### config.mk
export PLATFORM = sky130hd
export DESIGN_NAME = ras_predictor
export DESIGN_NICKNAME = d
export VERILOG_FILES = /design/src/rtl/ras_predictor.sv
export SDC_FILE = /design/constraint.sdc
export NUM_CORES = 1
export LEC_CHECK = 0
export ABC_CLOCK_PERIOD_IN_PS = 9800
export CAP_MARGIN = 20
export CORE_MARGIN = 1.5
export CORE_UTILIZATION = 59
export CTS_BUF_LIST = sky130_fd_sc_hd__clkbuf_8
export DETAILED_ROUTE_END_ITERATION = 16
export PLACE_DENSITY_LB_ADDON = 0.12
export SYNTH_ARGS = -nofsm -noshare
export SYNTH_HDL_FRONTEND = slang
export SYNTH_SLANG_ARGS = --single-unit
### constraint.sdc
create_clock -name clk -period 9.8 [get_ports clk]
set_input_delay 0.98 -clock clk [delete_from_list [all_inputs] [get_ports clk]]
set_output_delay 0.98 -clock clk [all_outputs]
set_load 0.005 [all_outputs]
### src/rtl/ras_predictor.sv
// Return-address stack with a speculative copy driven by fetch-side kind
// predictions and a committed copy driven by resolved kinds; flush restores spec.
module ras_predictor #(
  parameter int DEPTH  = 8,
  parameter int PTR_W  = 3,
  parameter int ADDR_W = 32
) (
  input  logic              clk,
  input  logic              rst,
  input  logic              pdc_valid,
  input  logic [ADDR_W-1:0] pc_pdc,
  input  logic [2:0]        kind_pdc,
  output logic [ADDR_W-1:0] ret_addr,
  output logic              ret_hit,
  input  logic              cmt_valid,
  input  logic [ADDR_W-1:0] cmt_pc,
  input  logic [2:0]        cmt_kind,
  input  logic              flush,
  output logic [PTR_W:0]    spec_count
);

  localparam logic [2:0]   KIND_CALL = 3'd2;
  localparam logic [2:0]   KIND_RET  = 3'd3;
  localparam logic [PTR_W:0] CNT_FULL = (PTR_W+1)'(DEPTH);

  logic [ADDR_W-1:0] spec_mem [DEPTH];
  logic [ADDR_W-1:0] cmt_mem  [DEPTH];
  logic [PTR_W-1:0]  spec_top, cmt_top;
  logic [PTR_W:0]    spec_cnt, cmt_cnt;

  logic              spec_push, spec_pop;
  logic [ADDR_W-1:0] spec_wdata;
  logic [PTR_W-1:0]  spec_top_nxt;
  logic [PTR_W:0]    spec_cnt_nxt;

  logic              cmt_push, cmt_pop;
  logic [ADDR_W-1:0] cmt_wdata;
  logic [PTR_W-1:0]  cmt_top_nxt;
  logic [PTR_W:0]    cmt_cnt_nxt;

  assign ret_addr   = spec_mem[spec_top - PTR_W'(1)];
  assign ret_hit    = pdc_valid && (kind_pdc == KIND_RET) && (spec_cnt != '0);
  assign spec_count = spec_cnt;

  // Predict side: next pointer/count if this cycle's query is applied.
  always_comb begin
    spec_push    = pdc_valid && (kind_pdc == KIND_CALL);
    spec_pop     = pdc_valid && (kind_pdc == KIND_RET) && (spec_cnt != '0);
    spec_wdata   = pc_pdc + ADDR_W'(4);
    spec_top_nxt = spec_top;
    spec_cnt_nxt = spec_cnt;
    if (spec_push) begin
      spec_top_nxt = spec_top + PTR_W'(1);
      if (spec_cnt != CNT_FULL) spec_cnt_nxt = spec_cnt + (PTR_W+1)'(1);
    end else if (spec_pop) begin
      spec_top_nxt = spec_top - PTR_W'(1);
      spec_cnt_nxt = spec_cnt - (PTR_W+1)'(1);
    end
  end

  // Commit side: same rules; the result also feeds the flush restore.
  always_comb begin
    cmt_push    = cmt_valid && (cmt_kind == KIND_CALL);
    cmt_pop     = cmt_valid && (cmt_kind == KIND_RET) && (cmt_cnt != '0);
    cmt_wdata   = cmt_pc + ADDR_W'(4);
    cmt_top_nxt = cmt_top;
    cmt_cnt_nxt = cmt_cnt;
    if (cmt_push) begin
      cmt_top_nxt = cmt_top + PTR_W'(1);
      if (cmt_cnt != CNT_FULL) cmt_cnt_nxt = cmt_cnt + (PTR_W+1)'(1);
    end else if (cmt_pop) begin
      cmt_top_nxt = cmt_top - PTR_W'(1);
      cmt_cnt_nxt = cmt_cnt - (PTR_W+1)'(1);
    end
  end

  always_ff @(posedge clk) begin
    if (rst) begin
      spec_top <= '0;
      spec_cnt <= '0;
      cmt_top  <= '0;
      cmt_cnt  <= '0;
    end else begin
      cmt_top <= cmt_top_nxt;
      cmt_cnt <= cmt_cnt_nxt;
      if (flush) begin
        spec_top <= cmt_top_nxt;
        spec_cnt <= cmt_cnt_nxt;
      end else begin
        spec_top <= spec_top_nxt;
        spec_cnt <= spec_cnt_nxt;
      end
    end
  end

  // Contents are not reset; only pointers/counts define validity.
  always_ff @(posedge clk) begin
    if (!rst) begin
      if (cmt_push) cmt_mem[cmt_top] <= cmt_wdata;
      if (flush) begin
        for (int i = 0; i < DEPTH; i++) begin
          if (cmt_push && (cmt_top == PTR_W'(i))) spec_mem[i] <= cmt_wdata;
          else                                    spec_mem[i] <= cmt_mem[i];
        end
      end else if (spec_push) begin
        spec_mem[spec_top] <= spec_wdata;
      end
    end
  end

endmodule

== Yosys cells after proc, flatten, opt, wreduce, memory -nomap -nowiden ==
Memories as Yosys holds them, arrays and structs flattened.
Index checks and enable logic that the tools add are counted.
W data, S select, Z words.

* Output and inout bits: 37
* Memory bits (writable): 512
* Flip-flop bits (word level): 14
* Memories kept: 2
* Logic and storage cells: 152

{| class="wikitable"
|+ Memory list
! memory !! words !! bits a word !! read ports !! clocked after Yosys merged registers in !! write ports !! line !! text
|-
| cmt_mem || 8 || 32 || 8 || 0 || 1 || 27 || <nowiki>logic [ADDR_W-1:0] cmt_mem [DEPTH];</nowiki>
|-
| spec_mem || 8 || 32 || 1 || 0 || 8 || 26 || <nowiki>logic [ADDR_W-1:0] spec_mem [DEPTH];</nowiki>
|}

* $add $sub $neg: 10
* Muxes and demuxes: 94
* Reductions and logical operators: 20
* Bitwise logic cells: 8
* Equal/unequal tests: 14

{| class="wikitable"
|+ Operator list
! cell !! count
|-
| $mux W32 || 9
|-
| $mux W1 || 72
|-
| $add A32 B3 Y32 const B || 2
|-
| $reduce_or A32 Y1 || 1
|-
| $mux W4 || 7
|-
| $eq A3 B2 Y1 const B || 6
|-
| $mux W3 || 6
|-
| $logic_and A1 B1 Y1 || 14
|-
| $eq A3 B3 Y1 const B || 4
|-
| $add A4 B1 Y4 const B || 2
|-
| $ne A4 B4 Y1 const B || 2
|-
| $or A1 B1 Y1 || 8
|-
| $reduce_bool A4 Y1 || 2
|-
| $sub A4 B1 Y4 const B || 2
|-
| $add A3 B1 Y3 const B || 2
|-
| $sub A3 B1 Y3 const B || 2
|-
| $eq A3 B1 Y1 const B || 1
|-
| $logic_not A3 Y1 || 1
|-
| $ne A3 B2 Y1 const B || 1
|-
| $reduce_bool A3 Y1 || 1
|-
| $reduce_and A2 Y1 || 1
|}

== Logic depth before layout (Yosys ltp) ==
Gate-level depths: netlist of run 1.

* Depth in word-level cells: 9
* Mapped depth: 9
* Gate-level depth less buffers: 8

== Worst setup path after synthesis of run 1 ==
OpenSTA, ideal clock, no wires.

* Kind: input to register
* Start point: input port cmt_kind[2]
* End point: memory cmt_mem[1][0] (enable)
* Required time: 9.299 ns
* Setup time: 0.501 ns
* Cell stages on the path: 5
* Arrival: 4.998 ns
* Path slack: 4.301 ns
* Cells stage by stage: and4bb_2 > clkbuf_1 > buf_2 > nand2_1 > nor4_1

* Longest elaborated chain between the ends: 5

{| class="wikitable"
|+ RTL lines
! item !! line !! text
|-
| start: declaration || 17 || <nowiki>input logic [2:0] cmt_kind,</nowiki>
|-
| $eq A3 B2 Y1 || 63 || <nowiki>cmt_push = cmt_valid && (cmt_kind == KIND_CALL);</nowiki>
|-
| $logic_and A1 B1 Y1 || 63 ||
|-
| $mux W1 || 99 || <nowiki>if (cmt_push) cmt_mem[cmt_top] <= cmt_wdata;</nowiki>
|-
| $mux W1 || 98 || <nowiki>if (!rst) begin</nowiki>
|-
| $mux W1 (not written as such) || 99 ||
|-
| end: declaration || 27 ||
|}

No other way between the ends.

== Final worst setup path of run 1 ==
* Start point: register spec_top[0]
* End point: output port ret_addr[20]

* Longest elaborated chain between the ends: 2

{| class="wikitable"
|+ RTL lines
! item !! line !! text
|-
| start: declaration || 28 || <nowiki>logic [PTR_W-1:0] spec_top, cmt_top;</nowiki>
|-
| start signal: assignment || 87 || <nowiki>spec_top <= cmt_top_nxt;</nowiki>
|-
| start signal: assignment || 90 || <nowiki>spec_top <= spec_top_nxt;</nowiki>
|-
| $sub A3 B1 Y3 || 41 || <nowiki>assign ret_addr = spec_mem[spec_top - PTR_W'(1)];</nowiki>
|-
| $mem_v2 Z8 W32 || n/a ||
|-
| end: declaration || 13 || <nowiki>output logic [ADDR_W-1:0] ret_addr,</nowiki>
|}

No other way between the ends.

==> results by group, run 1 <==
Worst setup path
  – Crit path kind: reg2out
  – Worst Setup End Kind: output pin
  – Critical-path cell list: inv_1 -> ha_4 -> buf_4 -> mux4_2 -> mux2_2 -> clkdlybuf4s50_1
  – Slowest Stage Delay on Critical Path: between 0.8 and 0.9 ns
  – Arrival @ worst endpoint: around 4.2 ns
  – CP max-delay cell: buf_4
  – CP required: between 8 and 9 ns
  – CP Max Fanout: 53
  – Startpoint class of the critical path: flop

Timing
  – Worst slew pin tran: 1.14 ns
  – Layout Skew: ~0.033 ns
  – Max Freq: ~190 MHz
  – RSZ-0062 raised after global routing: false
  – Relative slew slack: 0.240
  – Final Critical Period: 5.21 ns
  – Final Max Slew Viols: 0
  – Endpoints failing hold: 0
  – TNS Setup: 0 ns
  – Final critical-path share of the clock period: 0.532
  – Final setup fails: 0
  – WHS: ~0.59 ns

Drt
  – Detailed Route WL: between 70 and 80 mm
  – Detailed Routing Iterations Pass 1: 6
  – Drt via density: between 6 and 7
  – Vias: approximately 19000
  – DR iter-0 viols: roughly 2400
  – DR DRC count: 0
  – Remaining antenna violation count: 0
  – Drt wl/cell: 28.3 um

Power and ir drop
  – Sw power: about 1.2 mW
  – PwrDens: around 170 nW/um^2
  – Clock network fraction of total power: 0.363
  – Power share of the sequential group: 0.517
  – Worst vdd ir: 0.000150 V
  – Comb power frac: 0.120
  – Cell Int Power: ~3.7 mW
  – Leakage power: between 9 and 10 nW
  – Switching part of the total: 0.250

Clock tree
  – Clock slew at reported path FFs: roughly 0.060 ns
  – Clock buffer depth: 3
  – CTS root buffer: clkbuf_8
  – Setup bufs post-CTS: 0
  – Post-CTS Hold Buffers: 0
  – Number of buffers created by CTS: 86
  – TritonCTS clock tree: built
  – H-tree levels: 3
  – Post-CTS resize count: 0
  – Clk Latency, worst-skew pair: 0.67 ns
  – TritonCTS Sinks: roughly 530

Synthesis
  – Seq cells post-synth: 526
  – Asr flop ratio synth: 0
  – Cells after Synth: a little over 2000
  – Seq/Total Area, Yosys: 0.624
  – Post-synth EDFFs: ~510
  – Top cell type's share of synthesized area: 0.613
  – Count leader, synth: edfxtp_1
  – Syn_area_per_cell: between 10 and 15 um^2
  – Post-synth top area cell: edfxtp_1
  – Synth cell types: 55
  – Synth top cells by count: edfxtp_1, o21ai_0, o22ai_1, nand2_1, nor2_1
  – Ys Warns: 0
  – Ys flop type: edfxtp_1
  – Synth top area cells: edfxtp_1, mux4_2, o21ai_0
  – Synthesized area: around 25000 um^2
  – Post-Synthesis Net Count: 2109

Die
  – Die ar.: between 40000 and 50000 um^2
  – Core Region: 41900 um^2
  – Die width: 209 um
  – Initial Utilization: 0.598
  – Row count: 75
  – Floorplan die height: ~210 um
  – Ports: 112

Final layout
  – Layout area overhead: 13.6%
  – N_diodes: 0
  – Layout cells sized above 1: 0.149
  – Nets: 2211

Place
  – PortBufs: roughly 110
  – Global placement routability congestion: roughly 0.84
  – Hpwl dp: about 42 mm

Status
  – Status: finished, final reports clean

Global routing
  – GRT Total Usage: 0.353
  – Initial antenna violation count: 0
  – Vias in the first global route: roughly 18000
  – Pin count of the biggest net entering global routing: 65
  – First-pass GRT wire length: ~110 mm
  – Remaining Overflow, GRT: 0

Hold path
  – Worst hold path type: reg2reg

Flow run
  – Max Cap Viol: 0
-- per-layer routing --
layer	share of wire	wire, um	track usage
met4	0.044	3410	0.174
met5	0	0	0
met2	0.48	37100	0.575
met3	0.12	9430	0.0763
met1	0.35	27300	0.453
-- layout by cell type (no fill, tap or decap), drive strengths merged, types with 11 or more instances in the layout --
cell           count
edfxtp           512
and3              25
a211o             32
mux4              64
nor3              98
nand4             20
nor2             148
mux2              33
a21oi             62
xnor2             26
o21ai            245
nand3             31
xor2              30
or2               11
o22ai            176
dfxtp             14
buf               60
nand2            152
clkinv            35
inv               50
ha                15
mux2i             32
clkdlybuf4s50    111
nor4              18
clkbuf            91
a31oi             31
-- power by group through the flow --
stage	registers [mW]	clock network (mW)	logic, mW
after detailed placement	2.61	0	0.579
final	2.57	1.80	0.595
after floorplan	2.60	0	0.337
after global placement	2.61	0	0.566
after CTS	2.57	1.81	0.582
after global routing	2.57	1.91	0.629
-- cell type report --
| type | count | area, um^2 |
|---|---|---|
| well taps | 539 | 674 |
| fillers | 2990 | 13400 |
| multi-input cells | 1311 | 8910 |
| clock inverters | 66 | 345 |
| flip-flops and latches | 526 | 15700 |
| inverters | 24 | 90.1 |
| clock buffers | 90 | 1240 |
| repair buffers | 172 | 1600 |
-- worst paths after layout --
| path | startpoint | end | slack [ns] | cells past startpoint |
|---|---|---|---|---|
| max | spec_top[0] | ret_addr[20] | 4.59 | 6 |
| min reg2reg | cmt_mem[5][31] | spec_mem[5][31] | 0.59 | 2 |
| min | cmt_mem[5][31] | spec_mem[5][31] | 0.59 | 2 |
| max reg2reg | spec_top[0] | spec_mem[7][7] | 6.24 | 5 |
-- registers in the layout (all words and copies together) (netlist names) --
name	cells
cmt_cnt	4
spec_count	4
spec_top	3
cmt_top	3
cmt_mem	256
spec_mem	256
-- metrics by stage --
stage / setup WS, ns / util / total power, mW / std cells / instance area, um^2
2_1_floorplan: 4.30 / - / 2.94 / 2019 / 25100
4_1_cts: 4.57 / 0.678 / 4.96 / 2722 / 28400
3_5_place_dp: 4.70 / 0.640 / 3.19 / 2566 / 26900
5_1_grt: 4.47 / 0.680 / 5.11 / 2728 / 28500
3_3_place_gp: 4.89 / 0.640 / 3.18 / 2563 / 26800
6_report: 4.59 / 0.680 / 4.97 / 2728 / 28500
-- critical path, delay by kind of cell (launching register included) --
kind	cells	cell delay [ns]
adder cells (fa/ha/maj)	1	0.47
multiplexers	2	0.77
flip-flops	1	0.75
buffers and inverters	3	1.54
-- cell families (layout without fill, tap and decap cells) --
family / Yosys count / count (layout) / synth area share
mux: 129 / 129 / 0.0850
fa+ha+maj: 15 / 15 / 0.00748
flops: 526 / 526 / 0.624
buf+inv: 182 / 352 / 0.0286
simple gates: 536 / 536 / 0.103
compound gates: 575 / 575 / 0.133
xor+xnor: 56 / 56 / 0.0195
(Power assumes the default switching activity.)
==> inputs of run 2 (changes only) <==
--- a/config.mk
+++ b/config.mk
@@ -5,7 +5,7 @@
 export SDC_FILE = /design/constraint.sdc
 export NUM_CORES = 1
 export LEC_CHECK = 0
-export ABC_CLOCK_PERIOD_IN_PS = 9800
+export ABC_CLOCK_PERIOD_IN_PS = 4900
 export CAP_MARGIN = 20
 export CORE_MARGIN = 1.5
 export CORE_UTILIZATION = 59
==> constraint.sdc (replaced) <==
create_clock -name clk -period 4.9 [get_ports clk]
set_input_delay 0.49 -clock clk [delete_from_list [all_inputs] [get_ports clk]]
set_output_delay 0.49 -clock clk [all_outputs]
set_load 0.005 [all_outputs]
==> run 2 against run 1 <==
Effect of this change: clock power up 94%; sequential cell count unchanged; sequential power rose by 100%; critical path type unchanged.
==> results by group, run 2 (synthesized netlist as in run 1, its figures left out) <==
Global routing
  – Initial antenna violation count: 0
  – Pin count of the biggest net entering global routing: between 60 and 70
  – Remaining Overflow, GRT: 0
  – Vias in the first global route: 18500
  – First-pass GRT wire length: between 100 and 150 mm
  – GRT Total Usage: 0.374

Clock tree
  – TritonCTS clock tree: built
  – H-tree levels: 3
  – Clock buffer depth: 3
  – Clock slew at reported path FFs: around 0.06 ns
  – Setup bufs post-CTS: 0
  – Post-CTS resize count: 0
  – Post-CTS Hold Buffers: 0
  – Clk Latency, worst-skew pair: approximately 0.65 ns
  – Number of buffers created by CTS: between 80 and 90
  – TritonCTS Sinks: roughly 530
  – CTS root buffer: clkbuf_8

Final layout
  – Commonest non-fill, non-tap cells in the layout: edfxtp_1, o21ai_0, o22ai_1
  – Final std cells w/o fill: 2750
  – Final core utilization: 0.684
  – Nets: about 2200
  – Commonest non-fill, non-tap cell in the layout: edfxtp_1
  – Biggest regs: cmt_mem (256), spec_mem (256)
  – N_diodes: 0
  – Layout cells sized above 1: 0.159
  – Fill count: a little under 3000
  – Layout area overhead: 14.3%

Drt
  – DR iter-0 viols: 2970
  – Detailed Route WL: 81.4 mm
  – DR DRC count: 0
  – Drt via density: between 7 and 8
  – Remaining antenna violation count: 0
  – Drt wl/cell: 29.6 um
  – Vias: 19400
  – Detailed Routing Iterations Pass 1: 6

Worst setup path
  – Crit Reg-Reg Endpoint: spec_mem[2][16]
  – Crit path max-delay family: buffers and inverters
  – CP max-delay cell: buf_4
  – R2R Path Start: spec_top[0]
  – Reg2reg path depth: 6
  – Crit path buf inv count: 2
  – Startpoint class of the critical path: flop
  – Critical-path cell list: buf_4 -> mux4_2 -> mux2_2 -> clkdlybuf4s50_1
  – CP required: about 4.4 ns
  – CP Max Fanout: 44
  – Worst Setup End Kind: output pin
  – CP Depth: 4
  – Arrival @ worst endpoint: approximately 3.8 ns
  – Setup slack, reg-to-reg: 1.39 ns
  – Crit path kind: reg2out
  – Slowest Stage Delay on Critical Path: ~0.90 ns

Timing
  – Relative slew slack: 0.220
  – Max Freq: around 240 MHz
  – Final Critical Period: roughly 4.2 ns
  – WHS: a little under 0.6 ns
  – Final Max Slew Viols: 0
  – Layout Skew: ~0.019 ns
  – Worst slew pin tran: ~1.2 ns
  – Endpoints failing hold: 0
  – RSZ-0062 raised after global routing: false
  – TNS Setup: 0 ns
  – Final critical-path share of the clock period: 0.865
  – Setup WS post-layout: about 0.66 ns
  – Final setup fails: 0

Place
  – Global placement routability congestion: about 0.87
  – Placed cells: around 2600
  – PortBufs: approximately 110
  – Worst slack, placed: 1.04 ns
  – Hpwl dp: roughly 46 mm

Die
  – Ports: 112
  – Initial Utilization: 0.598
  – Die ar.: around 44000 um^2
  – Die width: about 210 um
  – Row count: 75
  – Floorplan die height: about 210 um
  – Core Region: 41900 um^2

Status
  – Status: finished, final reports clean

Power and ir drop
  – PwrDens: around 340 nW/um^2
  – Worst vdd ir: 0.000221 V
  – Leakage power: roughly 9.9 nW

Hold path
  – Hold Path Origin: rst
  – Worst hold path type: in2reg
  – Worst hold stages: 3
  – Min-Delay Endpoint: cmt_cnt[1]

Flow run
  – Max Cap Viol: 0
[run 2: cell types whose count changed in the layout (fill, tap and decap cells not counted), sizes merged]
cell	before	now
clkinv	35	33
bufinv	3	0
buf	60	81
clkbuf	91	92
inv	50	56
clkinvlp	2	1
[run 2: tightest hold or removal path: stages]
cell             delay, ns
clkdlybuf4s50_1       0.39
buf_4                 0.21
nor2_1                0.11
[run 2: per-layer routing]
metal | up-vias | part of all wire | GRT usage | wire (um)
met1 | 9231 | 0.35 | 0.493 | 28200
met2 | 1656 | 0.45 | 0.580 | 37000
li1 | 8124 | - | - | -
met3 | 361 | 0.14 | 0.0844 | 11400
met4 | 0 | 0.059 | 0.207 | 4790
met5 | - | 0 | 0 | 0
[run 2: where the power goes]
group          switching [mW]  internal, mW
registers              0.0463          5.09
clock network            1.75          1.73
logic                   0.710         0.526
total                    2.51          7.35
[run 2: per-stage QoR]
step / cell area, um^2 / power [mW]
finish: 28700 / 9.86
CTS: 28700 / 9.84
floorplan: 25100 / 5.88
global placement: 27100 / 6.40
detailed placement: 27100 / 6.43
global route: 28700 / 10.1
[run 2: how the worst max path moves through the flow]
stage | from | endpoint
finish | spec_top[0] | ret_addr[5]
global route | spec_top[0] | ret_addr[5]
floorplan | cmt_kind[2] | cmt_mem[1][0]
global placement | cmt_pc[2] | cmt_mem[0][19]
detailed placement | cmt_pc[2] | cmt_mem[2][19]
CTS | spec_top[0] | ret_addr[5]
[run 2: cell type report]
cell class | instances | area, um^2 | share of cell area
tap | 539 | 674 | 0.0235
inverter | 24 | 90.1 | 0.00314
multi-input combinational | 1311 | 8910 | 0.311
timing repair buffer | 192 | 1820 | 0.0634
sequential | 526 | 15700 | 0.546
clock buffer | 92 | 1270 | 0.0441
clock inverter | 66 | 274 | 0.00955
